[src/rtl/mips_pkg.sv]
// Shared MIPS pipeline types: access-size encodings, MEM-stage FSM state,
// and the fields latched for an outstanding memory transaction.
package mips_pkg;

  localparam int REG_W = 5;

  localparam logic [1:0] SZ_BYTE = 2'b00;
  localparam logic [1:0] SZ_HALF = 2'b01;
  localparam logic [1:0] SZ_WORD = 2'b10;

  typedef enum logic {
    ST_IDLE = 1'b0,
    ST_BUSY = 1'b1
  } mem_state_t;

  typedef struct packed {
    logic             reg_write;
    logic             mem_to_reg;
    logic             is_load;
    logic             load_uns;
    logic [1:0]       size;
    logic [1:0]       addr_lo;
    logic [31:0]      alu;
    logic [REG_W-1:0] wreg;
  } mem_lat_t;

  // Reserved size 2'b11 falls into the word case.
  function automatic logic misaligned(input logic [1:0] size, input logic [1:0] lo);
    case (size)
      SZ_BYTE: return 1'b0;
      SZ_HALF: return lo[0];
      default: return |lo;
    endcase
  endfunction

endpackage

[src/rtl/mem_load_align.sv]
// Load formatter: picks the byte/half lane out of the read word and
// sign- or zero-extends it to 32 bits.
module mem_load_align
  import mips_pkg::*;
(
  input  logic [31:0] i_rdata,
  input  logic [1:0]  i_addr_lo,
  input  logic [1:0]  i_size,
  input  logic        i_unsigned,
  output logic [31:0] o_data
);

  logic [7:0]  w_byte;
  logic [15:0] w_half;

  always_comb begin
    w_byte = i_rdata[{i_addr_lo, 3'b000} +: 8];
    w_half = i_addr_lo[1] ? i_rdata[31:16] : i_rdata[15:0];
    case (i_size)
      SZ_BYTE: o_data = {{24{~i_unsigned & w_byte[7]}}, w_byte};
      SZ_HALF: o_data = {{16{~i_unsigned & w_half[15]}}, w_half};
      default: o_data = i_rdata;
    endcase
  end

endmodule

[src/rtl/mem_access_stage.sv]
// MIPS MEM stage: req/ack data-memory access, load formatting, MEM/WB register.
// Optional watchdog with bus_err output when MEM_TIMEOUT_EN is defined.
module mem_access_stage
  import mips_pkg::*;
#(
  parameter int ADDR_W         = 32,
  parameter int TIMEOUT_CYCLES = 64
) (
  input  logic              clk,
  input  logic              rst,
  input  logic              RegWrite,
  input  logic              MemtoReg,
  input  logic              MemWrite,
  input  logic              MemRead,
  input  logic [1:0]        MemSize,
  input  logic              LoadUnsigned,
  input  logic [31:0]       ALUresult,
  input  logic [31:0]       writedata,
  input  logic [REG_W-1:0]  writeReg,
  output logic              dmem_req,
  output logic              dmem_we,
  output logic [ADDR_W-1:0] dmem_addr,
  output logic [3:0]        dmem_be,
  output logic [31:0]       dmem_wdata,
  input  logic              dmem_ack,
  input  logic [31:0]       dmem_rdata,
`ifdef MEM_TIMEOUT_EN
  output logic              bus_err,
`endif
  output logic              stall,
  output logic              misalign,
  output logic              RegWriteOut,
  output logic              MemtoRegOut,
  output logic [31:0]       readdataOut,
  output logic [31:0]       ALUresultOut,
  output logic [REG_W-1:0]  writeRegOut
);

  mem_state_t  r_state;
  mem_lat_t    r_lat;
  logic        w_memop;
  logic        w_mis;
  logic        w_tmo;
  logic [3:0]  w_be;
  logic [31:0] w_wdata;
  logic [31:0] w_fmt;

  assign w_memop = MemRead | MemWrite;
  assign w_mis   = misaligned(MemSize, ALUresult[1:0]);

  always_comb begin
    case (MemSize)
      SZ_BYTE: begin
        w_be    = 4'b0001 << ALUresult[1:0];
        w_wdata = {4{writedata[7:0]}};
      end
      SZ_HALF: begin
        w_be    = 4'b0011 << {ALUresult[1], 1'b0};
        w_wdata = {2{writedata[15:0]}};
      end
      default: begin
        w_be    = 4'b1111;
        w_wdata = writedata;
      end
    endcase
  end

  // The timeout cycle also drops stall so the stuck instruction retires as a bubble.
  assign stall = ((r_state == ST_IDLE) && w_memop && !w_mis) ||
                 ((r_state == ST_BUSY) && !dmem_ack && !w_tmo);

  mem_load_align u_align (
    .i_rdata    (dmem_rdata),
    .i_addr_lo  (r_lat.addr_lo),
    .i_size     (r_lat.size),
    .i_unsigned (r_lat.load_uns),
    .o_data     (w_fmt)
  );

`ifdef MEM_TIMEOUT_EN
  localparam int CNT_W = $clog2(TIMEOUT_CYCLES + 1);
  logic [CNT_W-1:0] r_cnt;

  assign w_tmo = (r_state == ST_BUSY) && !dmem_ack &&
                 (r_cnt == CNT_W'(TIMEOUT_CYCLES - 1));

  always_ff @(posedge clk) begin
    if (rst || r_state != ST_BUSY || dmem_ack) r_cnt <= '0;
    else                                       r_cnt <= r_cnt + 1'b1;
    bus_err <= rst ? 1'b0 : w_tmo;
  end
`else
  // Watchdog compiled out: BUSY waits for ack indefinitely.
  assign w_tmo = (TIMEOUT_CYCLES < 0);
`endif

  always_ff @(posedge clk) begin
    if (rst) begin
      r_state      <= ST_IDLE;
      r_lat        <= '0;
      dmem_req     <= 1'b0;
      dmem_we      <= 1'b0;
      dmem_addr    <= '0;
      dmem_be      <= '0;
      dmem_wdata   <= '0;
      misalign     <= 1'b0;
      RegWriteOut  <= 1'b0;
      MemtoRegOut  <= 1'b0;
      readdataOut  <= '0;
      ALUresultOut <= '0;
      writeRegOut  <= '0;
    end else begin
      misalign <= 1'b0;
      case (r_state)
        ST_IDLE: begin
          if (!w_memop) begin
            RegWriteOut  <= RegWrite;
            MemtoRegOut  <= MemtoReg;
            ALUresultOut <= ALUresult;
            writeRegOut  <= writeReg;
          end else if (w_mis) begin
            misalign     <= 1'b1;
            RegWriteOut  <= 1'b0;
            MemtoRegOut  <= 1'b0;
            ALUresultOut <= ALUresult;
            writeRegOut  <= writeReg;
          end else begin
            r_state     <= ST_BUSY;
            dmem_req    <= 1'b1;
            dmem_we     <= MemWrite;
            dmem_addr   <= {ALUresult[ADDR_W-1:2], 2'b00};
            dmem_be     <= w_be;
            dmem_wdata  <= w_wdata;
            RegWriteOut <= 1'b0;
            MemtoRegOut <= 1'b0;
            r_lat       <= '{reg_write:  RegWrite,
                             mem_to_reg: MemtoReg,
                             is_load:    MemRead & ~MemWrite,
                             load_uns:   LoadUnsigned,
                             size:       MemSize,
                             addr_lo:    ALUresult[1:0],
                             alu:        ALUresult,
                             wreg:       writeReg};
          end
        end
        ST_BUSY: begin
          if (dmem_ack) begin
            r_state      <= ST_IDLE;
            dmem_req     <= 1'b0;
            RegWriteOut  <= r_lat.reg_write;
            MemtoRegOut  <= r_lat.mem_to_reg;
            ALUresultOut <= r_lat.alu;
            writeRegOut  <= r_lat.wreg;
            if (r_lat.is_load) readdataOut <= w_fmt;
          end else begin
            RegWriteOut <= 1'b0;
            MemtoRegOut <= 1'b0;
            if (w_tmo) begin
              r_state  <= ST_IDLE;
              dmem_req <= 1'b0;
            end
          end
        end
        default: r_state <= ST_IDLE;
      endcase
    end
  end

endmodule

[config.mk]
export PLATFORM = sky130hd
export DESIGN_NAME = mem_access_stage
export DESIGN_NICKNAME = d
export VERILOG_FILES = /design/src/rtl/mips_pkg.sv /design/src/rtl/mem_load_align.sv /design/src/rtl/mem_access_stage.sv
export SDC_FILE = /design/constraint.sdc
export NUM_CORES = 1
export LEC_CHECK = 0
export ABC_CLOCK_PERIOD_IN_PS = 1880
export CAP_MARGIN = 10
export CORE_AREA = 2 2 151 116
export CTS_CLUSTER_SIZE = 28
export DETAILED_ROUTE_END_ITERATION = 8
export DIE_AREA = 0 0 153 118
export GPL_TIMING_DRIVEN = 1
export PLACE_DENSITY = 0.8
export SETUP_SLACK_MARGIN = 0.2
export SYNTH_ARGS = -nofsm -noshare
export SYNTH_HDL_FRONTEND = slang
export SYNTH_SLANG_ARGS = --single-unit
export TNS_END_PERCENT = 10
[constraint.sdc]
create_clock -name clk -period 1.88 [get_ports clk]
set_input_delay 0.282 -clock clk [delete_from_list [all_inputs] [get_ports clk]]
set_output_delay 0.282 -clock clk [all_outputs]
set_load 0.005 [all_outputs]
==> flow_summary.ini, run 1 <==
[status]
run_status = complete, no violations

[floorplan]
floorplan.die_area_mm2 = 0.0181
start_util_pct = 45.3
core_mm2 = 0.0166
fp-row-count = 41
ios = 254
die-width_um = 153
die_h_um = 118

[cts]
clock_tree.htree_level_count = 4
cts-hold-fix-buffers = 0
clock_tree_from_tritoncts = done
max-clock-path-buffers = 2
root_buffer_cell = sky130_fd_sc_hd__clkbuf_16
clock_sinks = 154
clock_latency_reported_for_the_late_side_of_the_worst_skew_pair_ns = 0.42
worst_setup_hold_path_clk_slew_ns = 0.06
cts_inserted_buffers = 17

[synthesis]
post_synth_instance_area_mm2 = 0.00751
synth_edf_count = 0
postSynthRegisterBits = 154
post_synth.cell_area_avg_um2 = 9.70
synth-warning-count = 0
ys.flop_type = sky130_fd_sc_hd__dfxtp_1
synthArstFlopShare_pct = 0
synth_seq_area_share_pct = 41.1
number_of_distinct_library_cells_after_synthesis = 52
syn-instance-count = 774

[layout]
n_antenna_cell = 0
area_delta_synth_final_pct = 44.5
drive_gt1_share_pct = 16.8
num-nets-final = 1081
final_util_pct = 65.5

[worst_setup_path]
timing.critical_path.from_type = input port
worstPathMaxFanout = 2
cp-end-kind = output pin
timing.critical_path.from = MemRead
rr_worst_depth = 7
timing.critical_path.required_ns = 1.60
timing.rr.start = r_state$_SDFF_PP0_
setup.worst_path.class = in -> out
critPathArrivalTime_ns = 1.43

[hold_path]
type_of_the_tightest_min_delay_check = in -> reg
min_path_cells = 2
worst_hold_startpoint = rst

[drt]
drt_first_iter_violations = 594
drc = 0
drt-vias-per-instance = 5.87
detailedRoute.firstPassIterationCount = 5
drt-wirelength-per-cell_um = 19.6
final_antenna_net_count = 0
wirelength_um = 23500
dr_total_vias = 7028

[timing]
slew-limit-headroom_pct = 63.5
worst_clock_skew_ns = 0.0107
setup_viol_count_final = 0
report.final.hold_viol_count = 0
timing.final.crit_period_ns = 1.71
max_freq_mhz = 586
grt_setup_unrepaired = yes
max_slew.worst_pin.slew_ns = 0.547
period_utilization_post_route_pct = 90.8
slew_viol_final = 0

[global_route]
busiest_layer = met2
globalRoute.totalOverflow = 0
first_global_vias = 6569
globalRouteMet3Util_pct = 5.19
grt_pass1_wl_um = 36600
initial_antenna_violation_count = 0
largest_net_degree_at_the_start_of_global_routing = 64
gr-usage-met1_pct = 36.0
grt_util_met2_pct = 36.4
grt_usage_pct = 25.0

[flow_run]
drv.max_cap_violation_count = 0

[pwr]
power.density_mw_per_mm2 = 841
worst_ir_drop_vdd_uv = 609
leakage_nw = 4.07
power.total_mw = 9.13

[place]
gp_routability_congestion = 0.895
placement.io_buffers = 251
dpl.hpwl_um = 15800
## flip-flops by register name, summed over array words and instances (netlist names), 4 cells and up
register and count:
ALUresultOut 32, dmem_be 4, dmem_wdata 32, r_lat 43
readdataOut 32, writeRegOut 5
## final timing paths
kind / end / slack, ns
hold / removal: r_state$_SDFF_PP0_ / 0.24
setup / recovery: stall / 0.17
setup reg to reg: r_lat[29]$_SDFFE_PP0P_ / 0.25
hold reg to reg: dmem_wdata[26]$_SDFFE_PP0P_ / 0.47
## layout by cell type, fill, tap and decap left out, drive strengths merged, types with 3 or more instances in the layout
| master | n |
|---|---|
| o221a | 37 |
| and2 | 18 |
| a31oi | 19 |
| o311a | 32 |
| clkinv | 6 |
| mux2i | 54 |
| nor2 | 13 |
| clkdlybuf4s50 | 247 |
| mux2 | 10 |
| nand2 | 23 |
| o21a | 21 |
| a21oi | 23 |
| nand4 | 19 |
| o31a | 7 |
| a221oi | 8 |
| nand3 | 6 |
| clkbuf | 24 |
| dfxtp | 154 |
| o211a | 3 |
| nor2b | 25 |
| o211ai | 8 |
| and3b | 7 |
| o31ai | 19 |
| o22ai | 17 |
| inv | 22 |
| a31o | 32 |
| nand2b | 17 |
| a311oi | 8 |
| o21ai | 10 |
| a211oi | 19 |
| buf | 49 |
## where the power goes
part | switching [mW] | internal [mW]
registers | 0.157 | 3.51
clock network | 1.37 | 2.14
logic | 0.863 | 1.08
## synthesized netlist by cell type, types with 12 or more instances
| cell type | instances | area (µm²) |
|---|---|---|
| sky130_fd_sc_hd__a211oi_1 | 19 | 143 |
| sky130_fd_sc_hd__a21oi_1 | 23 | 115 |
| sky130_fd_sc_hd__a31o_2 | 32 | 280 |
| sky130_fd_sc_hd__a31oi_1 | 19 | 119 |
| sky130_fd_sc_hd__and2_1 | 18 | 113 |
| sky130_fd_sc_hd__buf_2 | 21 | 105 |
| sky130_fd_sc_hd__buf_4 | 32 | 240 |
| sky130_fd_sc_hd__clkbuf_1 | 60 | 225 |
| sky130_fd_sc_hd__dfxtp_1 | 154 | 3080 |
| sky130_fd_sc_hd__inv_1 | 20 | 75.1 |
| sky130_fd_sc_hd__mux2i_1 | 54 | 541 |
| sky130_fd_sc_hd__nand2_1 | 23 | 86.3 |
| sky130_fd_sc_hd__nand2b_1 | 17 | 106 |
| sky130_fd_sc_hd__nand4_1 | 19 | 119 |
| sky130_fd_sc_hd__nor2_1 | 12 | 45.0 |
| sky130_fd_sc_hd__nor2b_1 | 25 | 156 |
| sky130_fd_sc_hd__o21a_1 | 21 | 158 |
| sky130_fd_sc_hd__o221a_2 | 29 | 327 |
| sky130_fd_sc_hd__o22ai_1 | 17 | 106 |
| sky130_fd_sc_hd__o311a_1 | 32 | 320 |
| sky130_fd_sc_hd__o31ai_1 | 19 | 143 |
## per-stage QoR
| stage | hold slack [ns] | cells | cell area [µm²] | TNS [ns] | worst slack (ns) |
|---|---|---|---|---|---|
| after global placement | 0.446 | 1161 | 10100 | -17.40 | -0.375 |
| after global routing | 0.229 | 1198 | 10800 | 0 | 0.132 |
| final | 0.242 | 1198 | 10800 | 0 | 0.172 |
| after CTS | 0.219 | 1195 | 10800 | 0 | 0.161 |
| after detailed placement | 0.458 | 1161 | 10100 | -19.84 | -0.383 |
| after floorplan | 0.427 | 775 | 7510 | 0 | 0.216 |
## area by class of cell
class                      count  area, µm²
clock buffer                  23        498
fill                        1332       5720
sequential                   154       3080
tap                          215        269
multi-input combinational    476       3760
inverter                      22       83.8
timing repair buffer         299       3050
clock inverter                 9        109
## repair_timing
action                                 CTS  global route
endpoints found under the hold margin    0             0
resized for setup                       11             6
gates cloned                             0             1
buffers inserted                         2             2
pin swaps                                2             2
setup endpoints to repair                2            76
## cells by family after synthesis
family / after synthesis / synth area share (%)
buffers and inverters: 145 / 9.80
multiplexers: 65 / 9.00
flip-flops: 154 / 41.1
other: 1 / 0.0499
AO/OA/AOI/OAI: 272 / 29.5
AND/OR/NAND/NOR: 137 / 10.6
## critical path, stage by stage
cell	delay, ns
sky130_fd_sc_hd__clkdlybuf4s50_1	0.54
sky130_fd_sc_hd__o21bai_4	0.07
sky130_fd_sc_hd__o32a_4	0.37
sky130_fd_sc_hd__inv_2	0.06
sky130_fd_sc_hd__buf_6	0.10
## layer usage
metal	vias up	routed length (µm)
li1	3323	-
met1	3374	11100
met2	286	10200
met3	45	1530
met4	0	679
met5	-	0
No activity file was read; power rests on OpenSTA's default activity.
==> run 2: changes to the inputs <==
SKIP_CTS_REPAIR_TIMING = 1   (was default)
==> run 2 against run 1 <==
Compared with the run above: worst hold slack lost 0.00052 ns; via count down 0.37%; clock-buffer cell count unchanged; maximum frequency is 0.28% lower; sequential power hardly changed; combinational power down 2%.
==> flow_summary.ini, run 2 (synthesized netlist as in run 1, its figures left out) <==
[global_route]
first_global_vias = 6543
globalRoute.totalOverflow = 0
initial_antenna_violation_count = 0
largest_net_degree_at_the_start_of_global_routing = 64
grt_pass1_wl_um = 36500
grt_usage_pct = 25.0

[worst_setup_path]
timing.critical_path.depth = 5
timing.critical_path.slowest_stage_cell = sky130_fd_sc_hd__clkdlybuf4s50_1
regToRegSetupSlack_ns = 0.32
crit_path_cell_trace = clkdlybuf4s50_1, and2_4, o32a_4, inv_1, buf_6
cp-end-kind = output pin
timing.critical_path.from_type = input port
worstPathMaxFanout = 2
path_buf_inv = 3
timing.critical_path.required_ns = 1.60
setup.worst_path.class = in -> out
cpPeakStageDelay_ns = 0.41
critPathArrivalTime_ns = 1.43
rr_worst_depth = 4
critPathCapture = stall
timing.critical_path.from = MemSize[0]
rr_endpoint = ALUresultOut[2]$_SDFFE_PP0P_
cpLargestDelayFamily = buffers and inverters
timing.rr.start = r_state$_SDFF_PP0_

[timing]
max_slew.worst_pin.slew_ns = 0.540
slew-limit-headroom_pct = 63.9
grt_setup_unrepaired = yes
slew_viol_final = 0
worst_clock_skew_ns = 0.0106
report.final.hold_viol_count = 0
max_freq_mhz = 584
worst_slack_ns = 0.167
timing.final.crit_period_ns = 1.71
period_utilization_post_route_pct = 91.1
setup_viol_count_final = 0

[drt]
final_antenna_net_count = 0
drt-vias-per-instance = 5.86
drt-wirelength-per-cell_um = 19.5
drt_first_iter_violations = 508
drc = 0
detailedRoute.firstPassIterationCount = 5
dr_total_vias = 7002
wirelength_um = 23200

[status]
run_status = complete, no violations

[flow_run]
drv.max_cap_violation_count = 0

[layout]
layout_common_cells = sky130_fd_sc_hd__clkdlybuf4s50_1 (247), sky130_fd_sc_hd__dfxtp_1 (154), sky130_fd_sc_hd__mux2i_1 (54)
ff_latch_area_mm2 = 0.00308
filler_cell_count = 1344
n_antenna_cell = 0
multi_input_area_mm2 = 0.00375
area_delta_synth_final_pct = 43.6
num-nets-final = 1077
largest-register = r_lat
layout_commonest_cell = sky130_fd_sc_hd__clkdlybuf4s50_1
layout.cell_area.non_filler_mm2 = 0.0108
largest_reg_flops = 43
drive_gt1_share_pct = 16.2

[pwr]
worst_ir_drop_vdd_uv = 548
power.density_mw_per_mm2 = 842
power.total_mw = 9.08
leakage_nw = 4.04

[cts]
clock_tree.htree_level_count = 4
clock_sinks = 154
cts_inserted_buffers = 17
max-clock-path-buffers = 2
worst_setup_hold_path_clk_slew_ns = 0.06
clock_latency_reported_for_the_late_side_of_the_worst_skew_pair_ns = 0.42
clock_tree_from_tritoncts = done
root_buffer_cell = sky130_fd_sc_hd__clkbuf_16

[place]
dpl.hpwl_um = 15800
postPlaceCellArea_mm2 = 0.0101
pre_cts_slack_ns = -0.383
placement.io_buffers = 251
gp_routability_congestion = 0.895

[floorplan]
die_h_um = 118
start_util_pct = 45.3
die-width_um = 153
fp-row-count = 41
ios = 254
core_mm2 = 0.0166
floorplan.die_area_mm2 = 0.0181

[hold_path]
type_of_the_tightest_min_delay_check = in -> reg
-- run 2: cell count changes in the layout (fill, tap and decap cells not counted), sizes merged --
cell / before / now
buf: 49 / 46
clkbuf: 24 / 23
dlygate4sd2: 1 / 0
dlymetal6s2s: 1 / 2
-- run 2: metal layers --
| layer | routed length [µm] | global-route usage [%] | share of wire [%] |
|---|---|---|---|
| met3 | 1720 | 5.19 | 7.4 |
| met2 | 10100 | 36.2 | 44 |
| met5 | 0 | 0 | 0 |
| met4 | 659 | 10.4 | 2.8 |
| met1 | 10800 | 36.0 | 46 |
-- run 2: per-stage QoR --
step / setup TNS [ns] / util (%) / hold WS, ns / instances
2_1_floorplan: 0 / - / 0.427 / 775
3_3_place_gp: -17.40 / 61.2 / 0.446 / 1161
3_5_place_dp: -19.84 / 61.2 / 0.458 / 1161
4_1_cts: -0.390 / 64.9 / 0.219 / 1193
5_1_grt: 0 / 65.1 / 0.230 / 1194
6_report: 0 / 65.1 / 0.242 / 1194
-- run 2: how the worst min path moves through the flow --
stage / endpoint / start / cells after the start
global placement: dmem_wdata[27]$_SDFFE_PP0P_ / dmem_wdata[27]$_SDFFE_PP0P_ / 2
global route: r_state$_SDFF_PP0_ / rst / 2
detailed placement: dmem_we$_SDFFE_PP0P_ / dmem_we$_SDFFE_PP0P_ / 2
finish: r_state$_SDFF_PP0_ / rst / 2
CTS: r_state$_SDFF_PP0_ / rst / 2
floorplan: dmem_wdata[0]$_SDFFE_PP0P_ / writedata[0] / 1
-- run 2: power by group --
group	switching, mW	internal [mW]
registers	0.157	3.51
clock network	1.36	2.14
logic	0.851	1.06
-- run 2: worst reg2reg max path: cells and delay by family, from the launching register on --
family | cells | cell delay, ns
flops | 1 | 0.30
buf+inv | 1 | 0.29
compound gates | 3 | 0.87
-- run 2: layout make-up --
| type | instances | area share (%) |
|---|---|---|
| Timing Repair Buffer | 295 | 27.7 |
| Inverter | 22 | 0.778 |
| Sequential cell | 154 | 28.6 |
| Multi-Input combinational cell | 476 | 34.8 |
| Clock buffer | 23 | 4.62 |
| Tap cell | 215 | 2.50 |
| Clock inverter | 9 | 1.01 |
